[src/rtl/vx_tcu_drl_kstep_ctrl_pkg.sv]
// Shared types and TCU format ids for the DRL K-step controller.
// Provides the controller state enum and the supported-format check.
package vx_tcu_drl_kstep_ctrl_pkg;

  localparam int TCU_MAX_INPUTS = 8;

  localparam logic [2:0] TCU_TF32_ID = 3'd0;
  localparam logic [2:0] TCU_FP16_ID = 3'd1;
  localparam logic [2:0] TCU_BF16_ID = 3'd2;
  localparam logic [2:0] TCU_FP8_ID  = 3'd3;
  localparam logic [2:0] TCU_BF8_ID  = 3'd4;

  typedef enum logic [1:0] {
    KS_IDLE  = 2'd0,
    KS_ISSUE = 2'd1,
    KS_WAIT  = 2'd2,
    KS_RESP  = 2'd3
  } kstep_state_t;

  function automatic logic is_valid_fmtf(input logic [2:0] fmtf);
    case (fmtf)
      TCU_TF32_ID, TCU_FP16_ID, TCU_BF16_ID, TCU_FP8_ID, TCU_BF8_ID: return 1'b1;
      default: return 1'b0;
    endcase
  endfunction

endpackage

[src/rtl/vx_tcu_drl_kstep_ctrl.sv]
// K-step sequencer for one FEDP tile job: issues per-step operands and chains each result into the next C term.
// Optional TCU_DRL_ZERO_SKIP_EN: all-zero-mask beats are consumed without a datapath issue.
//
// state    | meaning
// ---------+--------------------------------------------------------------
// KS_IDLE  | ready for a job; latches format, step count, C and tag
// KS_ISSUE | waiting for an operand beat; issues it to the datapath
// KS_WAIT  | one step in flight; watchdog counts down to terminal count
// KS_RESP  | final accumulator presented until the consumer accepts it
module vx_tcu_drl_kstep_ctrl
  import vx_tcu_drl_kstep_ctrl_pkg::*;
#(
  parameter int N       = 2,
  parameter int LATENCY = 4,
  parameter int MAX_K   = 16,
  parameter int TAG_W   = 8,
  localparam int KW     = $clog2(MAX_K + 1)
) (
  input  logic                      clk,
  input  logic                      reset,

  input  logic                      req_valid,
  output logic                      req_ready,
  input  logic [2:0]                req_fmtf,
  input  logic [KW-1:0]             req_nsteps,
  input  logic [31:0]               req_c_val,
  input  logic [TAG_W-1:0]          req_tag,

  input  logic                      op_valid,
  output logic                      op_ready,
  input  logic [N*32-1:0]           op_a_row,
  input  logic [N*32-1:0]           op_b_col,
  input  logic [TCU_MAX_INPUTS-1:0] op_vld_mask,

  output logic                      dp_valid,
  output logic [2:0]                dp_fmtf,
  output logic [N*32-1:0]           dp_a_row,
  output logic [N*32-1:0]           dp_b_col,
  output logic [31:0]               dp_c_val,
  output logic [TCU_MAX_INPUTS-1:0] dp_vld_mask,

  input  logic                      res_valid,
  input  logic [31:0]               res_data,

  output logic                      rsp_valid,
  input  logic                      rsp_ready,
  output logic [31:0]               rsp_data,
  output logic [TAG_W-1:0]          rsp_tag,
  output logic                      rsp_err
);

  localparam int WD_W = $clog2(LATENCY + 2);
  localparam logic [WD_W-1:0] WD_LOAD = WD_W'(LATENCY + 1);
  localparam logic [KW-1:0]   K_MAX   = KW'(MAX_K);

  kstep_state_t     state;
  logic [2:0]       fmtf_q;
  logic [KW-1:0]    nsteps_q;
  logic [KW-1:0]    k_q;
  logic [31:0]      acc_q;
  logic [TAG_W-1:0] tag_q;
  logic [WD_W-1:0]  wd_q;

  logic             op_fire;
  logic             skip_beat;
  logic             issue_fire;
  logic [KW-1:0]    k_inc;
  logic [KW-1:0]    req_nsteps_clamped;
  logic             req_fmt_ok;

  assign op_fire = op_valid && op_ready;

`ifdef TCU_DRL_ZERO_SKIP_EN
  assign skip_beat = op_fire && (op_vld_mask == '0);
`else
  assign skip_beat = 1'b0;
`endif

  assign issue_fire         = op_fire && !skip_beat;
  assign k_inc              = k_q + KW'(1);
  assign req_nsteps_clamped = (req_nsteps > K_MAX) ? K_MAX : req_nsteps;
  assign req_fmt_ok         = is_valid_fmtf(req_fmtf);

  // The datapath has no backpressure, so the issue is a same-cycle pass-through of the accepted beat.
  assign dp_valid    = issue_fire;
  assign dp_fmtf     = fmtf_q;
  assign dp_a_row    = op_a_row;
  assign dp_b_col    = op_b_col;
  assign dp_c_val    = acc_q;
  assign dp_vld_mask = op_vld_mask;

  always_ff @(posedge clk) begin
    if (reset) begin
      state     <= KS_IDLE;
      req_ready <= 1'b1;
      op_ready  <= 1'b0;
      rsp_valid <= 1'b0;
      rsp_data  <= '0;
      rsp_tag   <= '0;
      rsp_err   <= 1'b0;
      fmtf_q    <= '0;
      nsteps_q  <= '0;
      k_q       <= '0;
      acc_q     <= '0;
      tag_q     <= '0;
      wd_q      <= '0;
    end else begin
      case (state)
        KS_IDLE: begin
          if (req_valid) begin
            fmtf_q    <= req_fmtf;
            nsteps_q  <= req_nsteps_clamped;
            acc_q     <= req_c_val;
            tag_q     <= req_tag;
            k_q       <= '0;
            req_ready <= 1'b0;
            if (!req_fmt_ok || req_nsteps_clamped == '0) begin
              state     <= KS_RESP;
              rsp_valid <= 1'b1;
              rsp_data  <= req_c_val;
              rsp_tag   <= req_tag;
              rsp_err   <= !req_fmt_ok;
            end else begin
              state    <= KS_ISSUE;
              op_ready <= 1'b1;
            end
          end
        end

        KS_ISSUE: begin
          if (issue_fire) begin
            state    <= KS_WAIT;
            op_ready <= 1'b0;
            wd_q     <= WD_LOAD;
          end else if (skip_beat) begin
            // Skipped beat: the step counts but the accumulator carries over untouched.
            k_q <= k_inc;
            if (k_inc == nsteps_q) begin
              state     <= KS_RESP;
              op_ready  <= 1'b0;
              rsp_valid <= 1'b1;
              rsp_data  <= acc_q;
              rsp_tag   <= tag_q;
              rsp_err   <= 1'b0;
            end
          end
        end

        KS_WAIT: begin
          if (res_valid) begin
            acc_q <= res_data;
            k_q   <= k_inc;
            if (k_inc == nsteps_q) begin
              state     <= KS_RESP;
              rsp_valid <= 1'b1;
              rsp_data  <= res_data;
              rsp_tag   <= tag_q;
              rsp_err   <= 1'b0;
            end else begin
              state    <= KS_ISSUE;
              op_ready <= 1'b1;
            end
          end else if (wd_q == '0) begin
            // Lost result: report the last good accumulator rather than hang the tile.
            state     <= KS_RESP;
            rsp_valid <= 1'b1;
            rsp_data  <= acc_q;
            rsp_tag   <= tag_q;
            rsp_err   <= 1'b1;
          end else begin
            wd_q <= wd_q - WD_W'(1);
          end
        end

        KS_RESP: begin
          if (rsp_ready) begin
            state     <= KS_IDLE;
            rsp_valid <= 1'b0;
            req_ready <= 1'b1;
          end
        end

        default: state <= KS_IDLE;
      endcase
    end
  end

`ifdef TCU_DRL_WDOG_ASSERT
  // Enabled in integration sims, where a missing datapath result is always a bug.
  wdog_no_timeout: assert property (@(posedge clk) disable iff (reset)
    !(state == KS_WAIT && !res_valid && wd_q == '0));
`endif

endmodule

[config.mk]
export PLATFORM = sky130hd
export DESIGN_NAME = vx_tcu_drl_kstep_ctrl
export DESIGN_NICKNAME = d
export VERILOG_FILES = /design/src/rtl/vx_tcu_drl_kstep_ctrl_pkg.sv /design/src/rtl/vx_tcu_drl_kstep_ctrl.sv
export SDC_FILE = /design/constraint.sdc
export NUM_CORES = 1
export LEC_CHECK = 0
export CAP_MARGIN = 15
export CORE_AREA = 2 2 171 173
export DETAILED_ROUTE_END_ITERATION = 6
export DIE_AREA = 0 0 173 175
export GPL_ROUTABILITY_DRIVEN = 1
export GPL_TIMING_DRIVEN = 0
export PLACE_DENSITY = 0.56
export SETUP_SLACK_MARGIN = 0.02
export SLEW_MARGIN = 40
export SYNTH_ARGS = -nofsm -noshare
export SYNTH_HDL_FRONTEND = slang
export SYNTH_SLANG_ARGS = --single-unit
[constraint.sdc]
create_clock -name clk -period 2.09 [get_ports clk]
set_input_delay 0.209 -clock clk [delete_from_list [all_inputs] [get_ports clk]]
set_output_delay 0.209 -clock clk [all_outputs]
set_load 0.01 [all_outputs]
* Yosys cells after proc, flatten, opt, wreduce, memory -nomap -nowiden
Cells that the tools add are included.
Word-level totals: bits in registers 102, output and inout bits 216
Operators by class: add/subtract/negate cells 2, order comparisons 1, equality and inequality tests 19, muxes and demuxes 53, bitwise operators 1, reductions and logical operators 20
Operators by type and width (count):
- $mux W32 | 7
- $pmux W32 S2 | 2
- $mux W8 | 5
- $mux W1 | 18
- $ne A2 B2 Y1 const B | 9
- $pmux W8 S2 | 1
- $mux W5 | 3
- $mux W2 | 7
- $reduce_and A6 Y1 | 2
- $pmux W5 S2 | 1
- $mux W3 | 3
- $pmux W2 S4 | 1
- $reduce_and A4 Y1 | 2
- $eq A3 B2 Y1 const B | 2
- $logic_not A3 Y1 | 2
- $ne A3 B3 Y1 const B | 2
- $pmux W1 S3 | 2
- $pmux W3 S2 | 1
- $reduce_and A3 Y1 | 2
- $reduce_bool A2 Y1 | 3
- $add A5 B1 Y5 const B | 1
- $eq A5 B5 Y1 | 1
- $gt A5 B5 Y1 const B | 1
- $logic_not A5 Y1 | 1
- 15 further kinds | 17

* Depth between registers and ports, before layout
word-level depth 8, mapped depth 9

* Worst setup path after synthesis
OpenSTA, ideal clock, no wires.
path kind reg2reg, start register k_q[0], end register rsp_data[0], setup time 0.121 ns, arrival 1.915 ns, required time 1.969 ns, slack 0.054 ns, stages on the path, launching flop included 9, buffers on the path 2, cells stage by stage dfxtp_1 ha_1 o21ba_2 a22oi_1 o31a_1 and3_1 buf_6 buf_8 mux2_4
Between the ends: cells in the longest elaborated chain, start to end 4
Ends and longest elaborated chain:
- from (decl) | line vx_tcu_drl_kstep_ctrl.sv:59 | logic [KW-1:0] k_q;
- from (signal assigned) | line vx_tcu_drl_kstep_ctrl.sv:137 | k_q <= k_inc;
- from (signal assigned) | line vx_tcu_drl_kstep_ctrl.sv:152 | k_q <= k_inc;
- $add A5 B1 Y5 | line vx_tcu_drl_kstep_ctrl.sv:80 | assign k_inc = k_q + KW'(1);
- $eq A5 B5 Y1 | line vx_tcu_drl_kstep_ctrl.sv:153 | if (k_inc == nsteps_q) begin
- $ne A3 B3 Y1 (no source line)
- $reduce_and A5 Y1 (no source line)
- to (signal assigned) | line vx_tcu_drl_kstep_ctrl.sv:142 | rsp_data <= acc_q;
- to (signal assigned) | line vx_tcu_drl_kstep_ctrl.sv:156 | rsp_data <= res_data;
- to (signal assigned) | line vx_tcu_drl_kstep_ctrl.sv:167 | rsp_data <= acc_q;
- to (decl) | line vx_tcu_drl_kstep_ctrl.sv:47 | output logic [31:0] rsp_data,
Every way passes these cells. A chain may end at the register's enable or synchronous reset.

* Final worst setup path
start register k_q[0], end register rsp_data[12]
The elaborated chain is that of the path after synthesis.

==> flow_summary.json <==
{
  "die_x_um": 173,
  "cp-end-kind": "register",
  "dpl.hpwl_um": 18600,
  "synth.area.mux_share_pct": 13.3,
  "die_h_um": 175,
  "routed_via_density": 4.32,
  "ys_warn_count": 0,
  "cts_hold_buf": 0,
  "via_count": 6337,
  "setup_viol": 0,
  "period_needed_ns": 2.07,
  "cts.path.max_buffers": 2,
  "grt_pass1_vias": 6282,
  "synth_seq_area_share_pct": 32.5,
  "vdd_drop_max_mv": 0.319,
  "core-area_um2": 28400,
  "die-area_um2": 30300,
  "rows": 62,
  "drt_wl_total_um": 24300,
  "cts_tree": "yes",
  "nets": 1301,
  "num_io_pins": 438,
  "cts_buffers": 9,
  "start_util_pct": 22.1,
  "p_total_w": 0.00656,
  "synth-simple-area-share_pct": 18.0,
  "finalCritPeriodShare_pct": 99.3,
  "htree_levels": 3,
  "netlist_area_um2": 6280,
  "wl_per_cell_um": 16.5,
  "p_leak_nw": 4.14,
  "synth_top_area_cell": "dfxtp_1",
  "gp_congestion": 0.806,
  "async_flop_share_pct": 0,
  "powerDensity_nw_per_um2": 632,
  "drive_above_1_share_pct": 26.4,
  "drc": 0,
  "synth_flop_cell": "dfxtp_1",
  "place_inst": 1436,
  "start_kind": "register",
  "ys_ff_latch": 102,
  "synth_top_area_share_pct": 32.5,
  "arrival_ns": 2.32,
  "max_freq_mhz": 482,
  "grt_max_degree": 19,
  "insertion_delay_ns": 0.36,
  "clkTransAtPathRegs_ns": 0.08,
  "synth_area_per_cell_um2": 8.35,
  "final_cell_mix": "300 x clkdlybuf4s50_1, 152 x buf_4, 127 x nand2_1",
  "whs_ns": 0.430,
  "synth_cell_type_count": 47,
  "synth_compound_area_share_pct": 14.1,
  "tightest_slew_ns": 0.723,
  "synth_edf_count": 0,
  "drv_cap": 0,
  "status": "complete, no violations",
  "crit_required_ns": 2.34,
  "hp-class": "in -> reg",
  "layout_commonest_cell": "clkdlybuf4s50_1",
  "root_buffer": "clkbuf_16",
  "synth_xor_area_share_pct": 0.837,
  "maxSlewViolCount": 0,
  "synth_top_family_by_area": "buffers and inverters",
  "crit_path_max_fanout": 6,
  "port_buffers": 300,
  "synth_nets": 977,
  "finalNonFillerCells": 1467,
  "synth_area_leaders": "dfxtp_1 33%, buf_4 16%, nand2_1 7.7%, mux2_4 7.4%, mux2_2 5.9%",
  "num-fill-cells": 2951,
  "antenna_found_initial": 2,
  "rsz0062_at_grt": "true",
  "slew_headroom_pct": 51.8,
  "grt_pass1_wl_um": 36000,
  "area_growth_pct": 65.2,
  "synth_fa_ha_area_share_pct": 0.598,
  "crit_type": "reg -> reg",
  "synth_cells": 752,
  "clock_skew_ns": 0.0164,
  "clkSinkCount": 102,
  "drt_iter0_drc": 208,
  "seqCellArea_um2": 2050,
  "hold_viol": 0,
  "track_usage_pct": 15.3,
  "first_pass_iters": 4,
  "grt_overflow_total": 0,
  "drtAntennaViolNets": 0,
  "multi_input_area_um2": 3010
}
worst paths after layout:
check | depth (start not counted) | to | startpoint | slack (ns)
setup / recovery | 9 | rsp_data[12] | k_q[0] | 0.02
hold / removal | 3 | dp_fmtf[0] | req_fmtf[0] | 0.43
setup reg to reg | 9 | rsp_data[12] | k_q[0] | 0.02
hold reg to reg | 2 | rsp_valid | rsp_valid | 0.45
timing repair:
action | 4_1_cts | 5_1_grt
resized for setup | 34 | 19
pin swaps | 4 | 3
setup buffers | 5 | 9
hold endpoints to repair | 0 | 0
endpoints found under the setup margin | 76 | 65
cloned | 2 | 0
cells in the mapped netlist (2+ instances only):
cell,number
nand3_1,7
dfxtp_1,102
mux2_2,33
buf_6,3
buf_1,2
xor2_1,2
mux2_4,31
xnor2_1,4
ha_1,3
and2_1,2
a31oi_1,3
nand2_1,128
clkbuf_1,30
o221a_2,8
a21oi_1,68
nand2b_1,3
inv_1,4
o21ai_0,3
buf_4,136
a31o_2,2
buf_8,3
a311oi_1,34
nor2_1,65
buf_2,11
nor3b_1,5
nor3_1,4
nor2b_1,36
power by group:
| group | switching (W) | leakage (nW) | total [W] | internal [W] |
|---|---|---|---|---|
| logic | 0.00105 | 3.15 | 0.00243 | 0.00138 |
| registers | 0.000139 | 0.838 | 0.00229 | 0.00216 |
| clock network | 0.000852 | 0.152 | 0.00184 | 0.000984 |
| total | 0.00204 | 4.14 | 0.00656 | 0.00452 |
through the flow:
step / util, % / setup WS (ns) / instance area (um^2) / setup TNS (ns)
3_3_place_gp: 34.4 / -0.449 / 9760 / -28.41
4_1_cts: 36.2 / -0.00598 / 10300 / -0.0153
3_5_place_dp: 34.4 / -0.439 / 9760 / -29.10
5_1_grt: 36.5 / -0.0361 / 10400 / -0.167
2_1_floorplan: - / 0.0541 / 6280 / 0
6_report: 36.5 / 0.0151 / 10400 / 0
worst max-delay path, stage by stage (launching register included):
cell and delay (ns):
dfxtp_4 0.36, ha_4 0.25, xor2_1 0.13, nor2_1 0.15, a31o_2 0.21, and3_4 0.20
buf_12 0.14, buf_12 0.12, buf_16 0.12, mux2_4 0.29
area by class of cell:
cell class | count | share of cell area, %
repair buffers | 315 | 30.6
multi-input cells | 460 | 29.1
flip-flops and latches | 102 | 19.7
plain buffers | 183 | 12.7
well taps | 384 | 4.63
clock buffers | 10 | 2.30
clock inverters | 6 | 0.724
inverters | 5 | 0.181
diodes | 2 | 0.0482
sequential cells by signal, indices dropped and copies added, names as in the netlist:
register   flops
dp_c_val      32
rsp_data      32
rsp_tag        8
tag_q          8
k_q            5
nsteps_q       5
dp_fmtf        3
wd_q           3
state          2
op_ready       1
req_ready      1
rsp_err        1
rsp_valid      1
metal layers:
layer | GRT usage [%] | vias up | share of wire [%]
li1 | - | 3063 | -
met1 | 17.8 | 2972 | 41
met2 | 27.5 | 270 | 51
met3 | 3.50 | 32 | 6.1
met4 | 5.37 | 0 | 2.3
met5 | 0 | - | 0
cell families after synthesis:
logic type,Yosys count
DFF,102
adders and majority gates,3
AOI/OAI and AO/OA,130
xor gates and xnor gates,6
buffers and inverters,190
muxes,64
and+or+nand+nor,257
Note: power is estimated with default switching activity, not from simulation.
